$ cat src/rtl/fft_pair_buffer_pkg.sv
// Shared FFT sample and bus types.
// Used by the pairing buffer and the butterfly.
package fft_pair_buffer_pkg;

  localparam int FFT_W = 16;

  typedef struct packed {
    logic signed [FFT_W-1:0] re;
    logic signed [FFT_W-1:0] im;
  } FFT_DATA_SAMPLE;

  typedef struct packed {
    logic           valid;
    FFT_DATA_SAMPLE data;
  } FFT_DATA_BUS;

endpackage

$ cat src/rtl/fft_pair_buffer_if.sv
// Bundle for the pairing buffer: in/flush toward the DUT,
// up/down/phase/frame_done back from it.
interface fft_pair_buffer_if;
  import fft_pair_buffer_pkg::*;

  FFT_DATA_BUS in;
  logic        flush;
  FFT_DATA_BUS up;
  FFT_DATA_BUS down;
  logic        phase;
  logic        frame_done;

  modport master (
    output in,
    output flush,
    input  up,
    input  down,
    input  phase,
    input  frame_done
  );

  modport slave (
    input  in,
    input  flush,
    output up,
    output down,
    output phase,
    output frame_done
  );

endinterface

$ cat src/rtl/fft_pair_buffer_pair_store.sv
// Half-frame sample store: one write port, one
// registered read port (rdata valid the cycle after re).
module pair_store
  import fft_pair_buffer_pkg::*;
#(
  parameter int DEPTH = 4,
  parameter int AW    = 2
) (
  input  logic           clk,
  input  logic           rst,
  input  logic           we,
  input  logic [AW-1:0]  waddr,
  input  FFT_DATA_SAMPLE wdata,
  input  logic           re,
  input  logic [AW-1:0]  raddr,
  output FFT_DATA_SAMPLE rdata
);

  FFT_DATA_SAMPLE mem [DEPTH];

  always_ff @(posedge clk) begin
    if (we) begin
      mem[waddr] <= wdata;
    end
  end

  always_ff @(posedge clk) begin
    if (rst) begin
      rdata <= '0;
    end else if (re) begin
      rdata <= mem[raddr];
    end
  end

endmodule

$ cat src/rtl/fft_pair_buffer.sv
// Pairs x[k] with x[k+POINT/2] for the butterfly.
// Ports: clk, rst (sync, high), bus (slave side).
module fft_pair_buffer
  import fft_pair_buffer_pkg::*;
#(
  parameter int POINT = 8,
  parameter int SET   = $clog2(POINT)
) (
  input  logic               clk,
  input  logic               rst,
  fft_pair_buffer_if.slave   bus
);

  localparam int HALF = POINT / 2;
  localparam int AW   = SET - 1;
  localparam logic [SET-1:0] LAST = SET'(POINT - 1);

  logic [SET-1:0] cnt;
  logic           pair_v;
  logic           fd_q;
  FFT_DATA_SAMPLE down_q;
  FFT_DATA_SAMPLE rd;

  logic acc;
  logic in_pair;
  logic we;
  logic re;

  assign acc     = bus.in.valid & ~bus.flush;
  assign in_pair = cnt[SET-1];
  assign we      = acc & ~in_pair;
  assign re      = acc & in_pair;

  pair_store #(
    .DEPTH (HALF),
    .AW    (AW)
  ) u_store (
    .clk   (clk),
    .rst   (rst),
    .we    (we),
    .waddr (cnt[AW-1:0]),
    .wdata (bus.in.data),
    .re    (re),
    .raddr (cnt[AW-1:0]),
    .rdata (rd)
  );

  logic [SET-1:0] cnt_n;
  logic           pair_v_n;
  logic           fd_n;

  always_comb begin
    cnt_n    = cnt;
    pair_v_n = 1'b0;
    fd_n     = 1'b0;
    unique case (1'b1)
      bus.flush: begin
        cnt_n = '0;
      end
      we: begin
        cnt_n = cnt + 1'b1;
      end
      re: begin
        cnt_n    = cnt + 1'b1;
        pair_v_n = 1'b1;
        fd_n     = (cnt == LAST);
      end
      default: begin
      end
    endcase
  end

  always_ff @(posedge clk) begin
    if (rst) begin
      cnt    <= '0;
      pair_v <= 1'b0;
      fd_q   <= 1'b0;
      down_q <= '0;
    end else begin
      cnt    <= cnt_n;
      pair_v <= pair_v_n;
      fd_q   <= fd_n;
      if (re) begin
        down_q <= bus.in.data;
      end
    end
  end

  assign bus.up         = '{valid: pair_v, data: rd};
  assign bus.down       = '{valid: pair_v, data: down_q};
  assign bus.phase      = cnt[SET-1];
  assign bus.frame_done = fd_q;

endmodule

$ cat src/flat_wrapper.sv
// flat-port wrapper written by rule: the top's interface ports become plain ports
module fft_pair_buffer_flat import fft_pair_buffer_pkg::*;
#(
  parameter int POINT = 8,
  parameter int SET   = $clog2(POINT)
)
  (clk, rst, bus_in, bus_flush, bus_up, bus_down, bus_phase, bus_frame_done);
  fft_pair_buffer_if bus_i ();
  input  logic clk;
  input  logic rst;
  input wire logic [$bits(bus_i.in)-1:0] bus_in;
  input wire logic [$bits(bus_i.flush)-1:0] bus_flush;
  output wire logic [$bits(bus_i.up)-1:0] bus_up;
  output wire logic [$bits(bus_i.down)-1:0] bus_down;
  output wire logic [$bits(bus_i.phase)-1:0] bus_phase;
  output wire logic [$bits(bus_i.frame_done)-1:0] bus_frame_done;
  assign bus_i.in = bus_in;
  assign bus_i.flush = bus_flush;
  assign bus_up = bus_i.up;
  assign bus_down = bus_i.down;
  assign bus_phase = bus_i.phase;
  assign bus_frame_done = bus_i.frame_done;
  fft_pair_buffer #(.POINT(POINT), .SET(SET)) u_core (.clk(clk), .rst(rst), .bus(bus_i));
endmodule
$ cat config.mk
export PLATFORM = sky130hd
export DESIGN_NAME = fft_pair_buffer_flat
export DESIGN_NICKNAME = d
export VERILOG_FILES = /design/src/rtl/fft_pair_buffer_pkg.sv /design/src/rtl/fft_pair_buffer_if.sv /design/src/rtl/fft_pair_buffer_pair_store.sv /design/src/rtl/fft_pair_buffer.sv /design/src/flat_wrapper.sv
export SDC_FILE = /design/constraint.sdc
export NUM_CORES = 1
export LEC_CHECK = 0
export BUFFER_PORTS_ARGS = -buffer_cell sky130_fd_sc_hd__buf_2
export CAP_MARGIN = 20
export CORE_UTILIZATION = 41
export CTS_CLUSTER_DIAMETER = 120
export DETAILED_ROUTE_END_ITERATION = 7
export GPL_TIMING_DRIVEN = 0
export PLACE_DENSITY_LB_ADDON = 0.05
export SYNTH_ARGS = -nofsm -noshare
export SYNTH_HDL_FRONTEND = slang
export SYNTH_SLANG_ARGS = --single-unit
$ cat constraint.sdc
create_clock -name clk -period 3.01 [get_ports clk]
set_clock_uncertainty 0.15 [all_clocks]
set_input_delay 0.602 -clock clk [delete_from_list [all_inputs] [get_ports clk]]
set_output_delay 0.602 -clock clk [all_outputs]
set_load 0.05 [all_outputs]
==> results of run 1 <==
state kept, by name, indices dropped and copies added, names as in the netlist:
register               count
u_core.u_store.rdata      32
u_core.bus.down           32
u_core.bus.frame_done      1
u_core.pair_v              1
u_core.cnt                 3
u_core.u_store.mem       128
where the power goes:
part	total [W]	switching, W	leakage, nW	internal (W)
Combinational	0.000180	0.0000998	1.08	0.0000798
Sequential	0.00291	0.00000613	1.72	0.00291
Clock	0.00228	0.000934	0.285	0.00135
cells in the mapped netlist, types with 2 or more instances:
master,n
nor3_1,3
buf_12,3
mux4_2,28
buf_2,16
buf_4,5
dfxtp_1,69
clkbuf_1,8
nand2_1,128
a21oi_1,64
nor2_1,2
inv_1,2
and3_1,4
mux2i_1,2
edfxtp_1,128
mux4_1,4
ha_1,5
layer usage:
layer  share of wire (%)  global-route usage, %  vias up
met5                   0                      0        -
met4                 1.5                  6.492        0
li1                    -                      -     1972
met1                  45                  23.37     2091
met3                 4.6                  3.704       18
met2                  49                  29.04      108
cell families (layout without fill, tap and decap cells):
kind of cell / after synthesis / count (layout) / synth area share, %
AOI/OAI and AO/OA: 64 / 64 / 4.480
adders and majority gates: 5 / 5 / 0.8750
DFF: 197 / 197 / 73.08
and+or+nand+nor: 140 / 140 / 7.700
buffers and inverters: 35 / 172 / 3.168
xor gates and xnor gates: 1 / 1 / 0.1225
muxes: 34 / 34 / 10.57
area by class of cell:
type                       instances  area share (%)
clock buffer                      23           5.430
sequential                       197           60.63
clock inverter                     9           1.481
tap                              220           3.194
inverter                           2         0.08711
multi-input combinational        244           19.76
timing repair buffer             105           6.882
buffer                            33           2.541
path summary, 6_finish.rpt:
| path | start | slack [ns] | end | cells past startpoint |
|---|---|---|---|---|
| setup reg to reg | u_core.cnt[1] | 0.88 | u_core.u_store.mem[0][8] | 6 |
| hold / removal | bus_in[22] | 0.25 | u_core.u_store.mem[2][22] | 1 |
| setup / recovery | u_core.cnt[1] | 0.88 | u_core.u_store.mem[0][8] | 6 |
| hold reg to reg | u_core.bus.down[9] | 0.30 | u_core.bus.down[9] | 2 |
per-stage QoR:
stage	utilization, %	total power [W]	std cells
floorplan	-	0.003073	476
global placement	47.15	0.003147	797
detailed placement	47.70	0.003156	801
CTS	51.24	0.005420	833
global route	51.24	0.005544	833
finish	51.24	0.005373	833
==> metrics.md, run 1 <==
| Metric | Value |
|---|---|
| Outcome | complete, no violations |
| # IOs | about 100 |
| Dpl ws | roughly 0.84 ns |
| Core ar. | ~17000 sq um |
| Hold bufs inserted after CTS | 0 |
| Die Ht | 134.1 microns |
| Initial Util | between 40 and 50% |
| Die footprint | 17970 sq um |
| First-pass DRT Iterations | 4 |
| Required time worst endpoint | 2.99 ns |
| H-tree levels | 4 |
| PD cells | slightly above 600 nW/um^2 |
| Max Root-Sink Buffers | 2 |
| Final WS setup | 0.8848 ns |
| Max-cap violations | 0 |
| Peak supply drop | 0.4161 mV |
| Fmax | between 400 and 500 MHz |
| Inserted Clock Buffers | 17 |
| Crit path buffers/inverters | 4 |
| Worst-Skew Late Latency | roughly 0.43 ns |
| WL/cell | ~18 microns |
| Clock transition at path regs | ~0.07 ns |
| Worst Tran Pin Value | around 0.58 ns |
| Post-CTS sizing | 0 |
| Critical Path Start Type | register |
| Layout area overhead | 20.55% |
| Most frequent cells in the layout | 128 x nand2_1, 128 x edfxtp_1, 117 x buf_2 |
| Fin crit period | 2.125 ns |
| CP top delay family | buffers and inverters |
| Most used flip-flop cell after synthesis | edfxtp_1 |
| Sequential area share after synthesis | 73.08% |
| Register area | about 5200 sq um |
| Die width | approximately 130 microns |
| Final setup vio count | 0 |
| Routed vias | 4189 |
| Max incr delay on CP | around 0.45 ns |
| Antenna violations before repair | 0 |
| Synth warn | 0 |
| Slew Limit Fails | 0 |
| Syn Area/Cell | 15.02 sq um |
| DRC Markers | 0 |
| FF+latch count, synth | ~200 |
| CTS tree | yes |
| Nets | roughly 640 |
| Most used cell, CP | buf_2 |
| CP max FO | 19 |
| Lkg Pwr | between 3 and 4 nW |
| Post-DP HPWL | around 9.8 mm |
| Antenna cells | 0 |
| Critical path capture point type | register |
| Slowest-stage cell, CP | and3_2 |
| Post-CTS Setup Bufs | 0 |
| Multi-input gate area | roughly 1700 sq um |
| Setup TNS | 0 ns |
| Share of cells above drive strength 1 | 30.83% |
| Number of fill cells in the layout | 1520 |
| Vias in the first global route | 4100 |
| Port Buffers | a little over 100 |
| Mapped Nets | 517 |
| CTS Sinks | slightly below 200 |
| WS Path Type | register to register |
| Worst hold margin | 0.2460 ns |
| RSZ-0062 raised after global routing | false |
| Synthesized area | roughly 7000 sq um |
| Root Buffer | clkbuf_16 |
| Worst-path cell chain | buf_2 -> buf_2 -> inv_1 -> ha_1 -> and3_2 -> buf_12 |
| Top-area cell type share of the netlist area | approximately 54% |
| Finished Cell Area | 8618 sq um |
| Final period util | between 70% and 80% |
| Antenna-violating nets left | 0 |
| Post-placement cell area | ~8000 sq um |
| Post-synth EDFFs | 128 |
| Final Hold Fails | 0 |
| Hold crit path type | input port to register |
| Top cell type by total area after synthesis | edfxtp_1 |
| Row cnt | 47 |
| Total Routing Usage GR | 17.73% |
| Post-synth cell types | 21 |
| Max transition margin | 61.61% |
| Critical Path AT | ~2.1 ns |
| Pin count of the biggest net entering global routing | 28 |
| Iter 0 DRT Violations | about 210 |
| GRT Residual Overflow | 0 |
| Syn Inst Count | ~480 |
| First-pass GRT wire length | ~23 mm |
| Gpl congestion | 0.7148 |
| Area contributors post-synth | edfxtp_1 54%, dfxtp_1 19%, mux4_2 8.8% |
| Vias per cell | approximately 5.0 |
| Fraction of registers with async set/reset | 0% |
| DRT Wirelength | roughly 15 mm |
No activity file was read; power rests on OpenSTA's default activity.
==> inputs of run 2 (changes only) <==
Settings changed: ABC_AREA from default to 1.
Clock period 3.01 ns to 2.1 ns, I/O delays scaled along.
==> metrics.md, run 2 <==
| Metric | Value |
|---|---|
| Hold crit path type | input port to register |
| H-tree levels | 4 (unchanged) |
| Synth cell count leaders | 295 x nand2_1, 128 x edfxtp_1, 69 x dfxtp_1, 67 x a21oi_1, 64 x nand3_1 |
| Syn Area/Cell | 10.38 sq um (-31%) |
| Inserted Clock Buffers | 17 (unchanged) |
| Die width | 137.3 microns (+2.4%) |
| Slowest-stage cell, CP | nor2_4 |
| Most frequent cell after synthesis | nand2_1 |
| Top cell type by total area after synthesis | edfxtp_1 |
| Lkg Pwr | 3.837 nW (+24%) |
| First-pass GRT wire length | 27.84 mm (+21%) |
| # IOs | 104 (unchanged) |
| Critical path capture point type | register |
| CTS Sinks | 197 (unchanged) |
| Root Buffer | clkbuf_16 |
| WL/cell | 16.62 microns (-7.1%) |
| Critical Path AT | 1.96 ns (-0.15 ns) |
| Max-cap violations | 0 (unchanged) |
| Worst-path cell chain | inv_1 -> nand2_1 -> nor2_4 -> buf_12 |
| Post-DP HPWL | 11.55 mm (+18%) |
| Port Buffers | 103 (+2.0%) |
| RSZ-0062 raised after global routing | false |
| Gpl congestion | 0.7330 (+2.5%) |
| Slew Limit Fails | 0 (unchanged) |
| Mapped Nets | 764 (+48%) |
| Total Routing Usage GR | 20.76% (+3.0 points) |
| Iter 0 DRT Violations | 380 (+82%) |
| Fin crit period | 1.986 ns (-0.1393 ns) |
| Max incr delay on CP | 0.51 ns (+0.06 ns) |
| Top-area cell type share of the netlist area | 51.23% (-2.5 points) |
| Nets | 900 (+40%) |
| Row cnt | 49 (+4.3%) |
| Area contributors post-synth | edfxtp_1 51%, dfxtp_1 18%, nand2_1 15% |
| R2r setup slk | 0.11 ns (-0.77 ns) |
| Worst Tran Pin Value | 0.6323 ns (+0.05645 ns) |
| Final setup vio count | 0 (unchanged) |
| Most frequent cells in the layout | 295 x nand2_1, 128 x edfxtp_1, 118 x buf_2 |
| Core ar. | 17960 sq um (+6.8%) |
| WS Path Type | register to register |
| Antenna-violating nets left | 0 (unchanged) |
| Post-synth cell types | 16 (-24%) |
| Layout area overhead | 22.13% |
| Final period util | 94.57% (+24 points) |
| CTS tree | yes |
| DRT Wirelength | 18.32 mm (+23%) |
| Fmax | 503.6 MHz (+7.0%) |
| Fraction of registers with async set/reset | 0% (unchanged) |
| Die Ht | 137.3 microns (+2.4%) |
| Synthesized area | 7502 sq um (+4.9%) |
| Largest register FFs | 128 (unchanged) |
| Antenna violations before repair | 1 (+1) |
| Register with the most flip-flops | u_core.u_store.mem |
| Worst-Skew Late Latency | 0.43 ns (about the same) |
| Die footprint | 18840 sq um (+4.9%) |
| Max Root-Sink Buffers | 2 (unchanged) |
| Most used flip-flop cell after synthesis | edfxtp_1 |
| Critical Path Start Type | register |
| Syn Inst Count | 723 (+52%) |
| CP top delay family | simple AND/OR/NAND/NOR gates |
| Synth warn | 0 (unchanged) |
| PD cells | 866.7 nW/um^2 (+39%) |
| Routed vias | 5281 (+26%) |
| Vias per cell | 4.792 (-4.7%) |
| Required time worst endpoint | 2.08 ns (-0.91 ns) |
| Final Hold Fails | 0 (unchanged) |
| Initial Util | 41.76% (-0.74 points) |
| Max transition margin | 57.85% (-3.8 points) |
| Crit path buffers/inverters | 2 (-2) |
| Share of cells above drive strength 1 | 21.56% (-9.3 points) |
| Vias in the first global route | 4831 (+18%) |
| Outcome | complete, no violations |
| First-pass DRT Iterations | 5 (+1) |
| Sequential area share after synthesis | 69.65% (-3.4 points) |
| Clock transition at path regs | 0.07 ns (about the same) |
| DRC Markers | 0 (unchanged) |
| CP max FO | 21 (+2) |
| Post-synth EDFFs | 128 (unchanged) |
| Pin count of the biggest net entering global routing | 23 (-18%) |
| FF+latch count, synth | 197 (unchanged) |
| Setup TNS | 0 ns (unchanged) |
| Peak supply drop | 0.5832 mV (+40%) |
| Most common cell after layout, fill and taps aside | nand2_1 |
| Final WS setup | 0.1141 ns (-0.7707 ns) |
| GRT Residual Overflow | 0 (unchanged) |
| Dpl ws | -0.6025 ns (-1.440 ns) |
[run 2: cell count changes after synthesis, sizes merged, moves of 3 or more]
| cell | before | now |
|---|---|---|
| nand2 | 128 | 295 |
| nand3 | 0 | 65 |
| inv | 2 | 43 |
| mux4 | 32 | 0 |
| buf | 25 | 32 |
| nor2 | 2 | 7 |
| and3 | 4 | 0 |
| a21oi | 64 | 67 |
| clkbuf | 8 | 11 |
| nor3 | 3 | 0 |
[run 2: timing repair]
action,4_1_cts,5_1_grt
hold buffers,0,0
gates cloned,2,0
endpoints found under the setup margin,86,64
gates resized for setup,2,3
pin swaps,5,0
buffers inserted,10,0
hold endpoints to repair,0,0
[run 2: final timing paths]
kind | start | end | depth (start not counted)
max | u_core.cnt[2] | u_core.u_store.mem[3][2] | 4
max reg2reg | u_core.cnt[2] | u_core.u_store.mem[3][2] | 4
min reg2reg | u_core.bus.down[12] | u_core.bus.down[12] | 2
min | bus_in[14] | u_core.u_store.mem[2][14] | 1
[run 2: area by class of cell]
class | instances | area, sq um
antenna | 1 | 2.502
buffer | 43 | 247.7
clock buffer | 19 | 452.9
clock inverter | 13 | 178.9
fill | 1628 | 8801
inverter | 43 | 161.4
multi-input combinational | 442 | 1927
sequential | 197 | 5225
tap | 229 | 286.5
timing repair buffer | 115 | 680.7
[run 2: logic make-up after synthesis]
group,after synthesis,synth area share (%)
adders and majority gates,5,0.8339
buffers and inverters,86,5.370
DFF,197,69.65
AOI/OAI and AO/OA,67,4.470
and+or+nand+nor,368,19.68
[run 2: layer usage]
| metal | GRT usage (%) | share of wire (%) | routed length [microns] | vias up |
|---|---|---|---|---|
| met5 | 0 | 0.044 | 8 | - |
| met3 | 3.458 | 5.2 | 960 | 19 |
| li1 | - | - | - | 2641 |
| met1 | 28.29 | 45 | 8157 | 2465 |
| met4 | 6.716 | 1.4 | 252 | 2 |
| met2 | 33.75 | 49 | 8941 | 154 |
[run 2: power breakdown]
group | total, W | switching (W) | internal [W]
clock | 0.00344 | 0.00139 | 0.00205
combinational | 0.000325 | 0.000224 | 0.000101
sequential | 0.00417 | 0.0000100 | 0.00416
total | 0.00794 | 0.00162 | 0.00632
[run 2: metrics by stage]
| step | area [sq um] | hold slack, ns | utilization, % | total power, W | std cells |
|---|---|---|---|---|---|
| floorplan | 7522 | 0.3689 | - | 0.004418 | 723 |
| global placement | 8324 | 0.2982 | 46.34 | 0.004555 | 1055 |
| detailed placement | 8374 | 0.3023 | 46.62 | 0.004563 | 1057 |
| CTS | 9154 | 0.05967 | 50.96 | 0.007986 | 1101 |
| global route | 9160 | 0.05793 | 50.99 | 0.008180 | 1101 |
| finish | 9163 | 0.06827 | 51.01 | 0.007941 | 1102 |
==> inputs of run 3 (changes only) <==
Settings changed: CORE_MARGIN from default to 3, CTS_CLUSTER_DIAMETER 120 to default.
==> metrics.md, run 3 (synthesized netlist as in run 2, its figures left out) <==
| Metric | Value |
|---|---|
| Gpl congestion | 0.7239 (-1.2%) |
| Layout area overhead | 20.95% |
| Antenna cells | 0 (-1) |
| Clock transition at path regs | 0.07 ns (about the same) |
| Placed cells | 1054 (-0.28%) |
| Die footprint | 19960 sq um (+5.9%) |
| Hold bufs inserted after CTS | 0 (unchanged) |
| Routed vias | 5288 (+0.13%) |
| Iter 0 DRT Violations | 368 (-3.2%) |
| WL/cell | 16.95 microns (+2.0%) |
| Antenna violations before repair | 0 (-1) |
| # IOs | 104 (unchanged) |
| R2r setup slk | 0.18 ns (+0.07 ns) |
| Grt met2 use | 32.71% (-1.0 points) |
| Fin crit period | 1.918 ns (-0.06817 ns) |
| Post-placement cell area | 8404 sq um (+0.36%) |
| Critical path capture point type | register |
| Largest register FFs | 128 (unchanged) |
| Most common cell after layout, fill and taps aside | nand2_1 |
| Cell Count, Final, Fillers Out | 1097 (-0.45%) |
| Slew Limit Fails | 0 (unchanged) |
| Max transition margin | 57.19% (-0.65 points) |
| Final period util | 91.32% (-3.2 points) |
| Nets | 900 (unchanged) |
| Total Routing Usage GR | 19.21% (-1.6 points) |
| Finished Cell Area | 9074 sq um (-0.97%) |
| Initial Util | 42.63% (+0.87 points) |
| DRT Wirelength | 18.60 mm (+1.5%) |
| Final Hold Fails | 0 (unchanged) |
| Required time worst endpoint | 2.09 ns (about the same) |
| Outcome | complete, no violations |
| Met1 Use GR | 25.02% (-3.3 points) |
| Core ar. | 17600 sq um (-2.0%) |
| Critical Path AT | 1.90 ns (-0.06 ns) |
| Post-DP HPWL | 12.09 mm (+4.7%) |
| Peak supply drop | 0.5570 mV (-4.5%) |
| Power, Total | 0.007516 W (-5.4%) |
| Register with the most flip-flops | u_core.u_store.mem |
| Max-cap violations | 0 (unchanged) |
| Critical Path Start Type | register |
| CTS tree | yes |
| Worst Tran Pin Value | 0.6421 ns (+0.009801 ns) |
| DRC Markers | 0 (unchanged) |
| Max Root-Sink Buffers | 2 (unchanged) |
| Port Buffers | 103 (unchanged) |
| First-pass DRT Iterations | 4 (-1) |
| Vias per cell | 4.820 (+0.59%) |
| H-tree levels | 4 (unchanged) |
| Fmax | 521.5 MHz (+3.6%) |
| Pin count of the biggest net entering global routing | 21 (-8.7%) |
| CTS Sinks | 197 (unchanged) |
| RSZ-0062 raised after global routing | false |
| Final Util | 51.56% (+0.56 points) |
| Worst hold margin | 0.07046 ns (+0.002184 ns) |
| PD cells | 828.3 nW/um^2 (-4.4%) |
| Inserted Clock Buffers | 17 (unchanged) |
| Die Ht | 141.3 microns (+2.9%) |
| Number of fill cells in the layout | 1600 (-1.7%) |
| Final setup vio count | 0 (unchanged) |
| Antenna-violating nets left | 0 (unchanged) |
| Worst-Skew Late Latency | 0.43 ns (about the same) |
| First-pass GRT wire length | 28.95 mm (+4.0%) |
| CP max FO | 18 (-14%) |
| Share of cells above drive strength 1 | 21.10% (-0.46 points) |
| Hold crit path type | input port to register |
| GR Layer Usage met3 | 3.977% (+0.52 points) |
| Root Buffer | clkbuf_16 |
| Lkg Pwr | 3.780 nW (-1.5%) |
| Die width | 141.3 microns (+2.9%) |
| GRT Residual Overflow | 0 (unchanged) |
| GRT Max-Usage Layer | met2 |
| Most frequent cells in the layout | 295 x nand2_1, 128 x edfxtp_1, 118 x buf_2 |
| WS Path Type | register to register |
| Row cnt | 48 (-2.0%) |
| Vias in the first global route | 5149 (+6.6%) |
run 3: critical path, stage by stage (launching register included):
cell	delay [ns]
dfxtp_1	0.37
inv_2	0.09
buf_4	0.18
buf_4	0.23
ha_1	0.16
inv_1	0.06
nor2_4	0.17
buf_16	0.20
run 3: per-layer routing:
metal  vias up  share of wire [%]
li1       2642                  -
met4         0               0.68
met1      2510                 44
met3         9                5.4
met2       127                 50
met5         -                  0
run 3: path summary, 6_finish.rpt:
check / cells after the start / endpoint / start
max: 7 / u_core.u_store.mem[0][24] / u_core.cnt[0]
min: 1 / u_core.u_store.mem[2][15] / bus_in[15]
max reg2reg: 7 / u_core.u_store.mem[0][24] / u_core.cnt[0]
min reg2reg: 2 / u_core.bus.down[1] / u_core.bus.down[1]
run 3: repair_timing:
| item | CTS | global route |
|---|---|---|
| pin swaps | 4 | 1 |
| resized for setup | 2 | 1 |
| buffers inserted | 6 | 4 |
| cloned | 1 | 0 |
| endpoints found under the setup margin | 84 | 21 |
| endpoints found under the hold margin | 0 | 0 |
run 3: power breakdown:
part / switching [W] / internal (W) / total [W] / leakage (nW)
registers: 0.0000101 / 0.00416 / 0.00417 / 1.72
logic: 0.000219 / 0.0000997 / 0.000318 / 1.81
clock network: 0.00139 / 0.00163 / 0.00302 / 0.248
total: 0.00162 / 0.00589 / 0.00752 / 3.78
run 3: stage by stage:
step / TNS (ns) / setup WS [ns]
floorplan: -10.37 / -0.1701
global placement: -111.24 / -1.186
detailed placement: -41.42 / -0.6089
CTS: 0 / 0.04350
global route: 0 / 0.07478
finish: 0 / 0.1823
run 3: layout make-up:
cell class | count | area (sq um) | share of cell area [%]
Sequential cell | 197 | 5225 | 57.58
Multi-Input combinational cell | 441 | 1916 | 21.11
Timing Repair Buffer | 116 | 703.2 | 7.750
Clock buffer | 20 | 436.7 | 4.812
Tap cell | 225 | 281.5 | 3.103
Buffer | 43 | 244.0 | 2.689
Inverter | 43 | 161.4 | 1.779
Clock inverter | 12 | 106.4 | 1.172
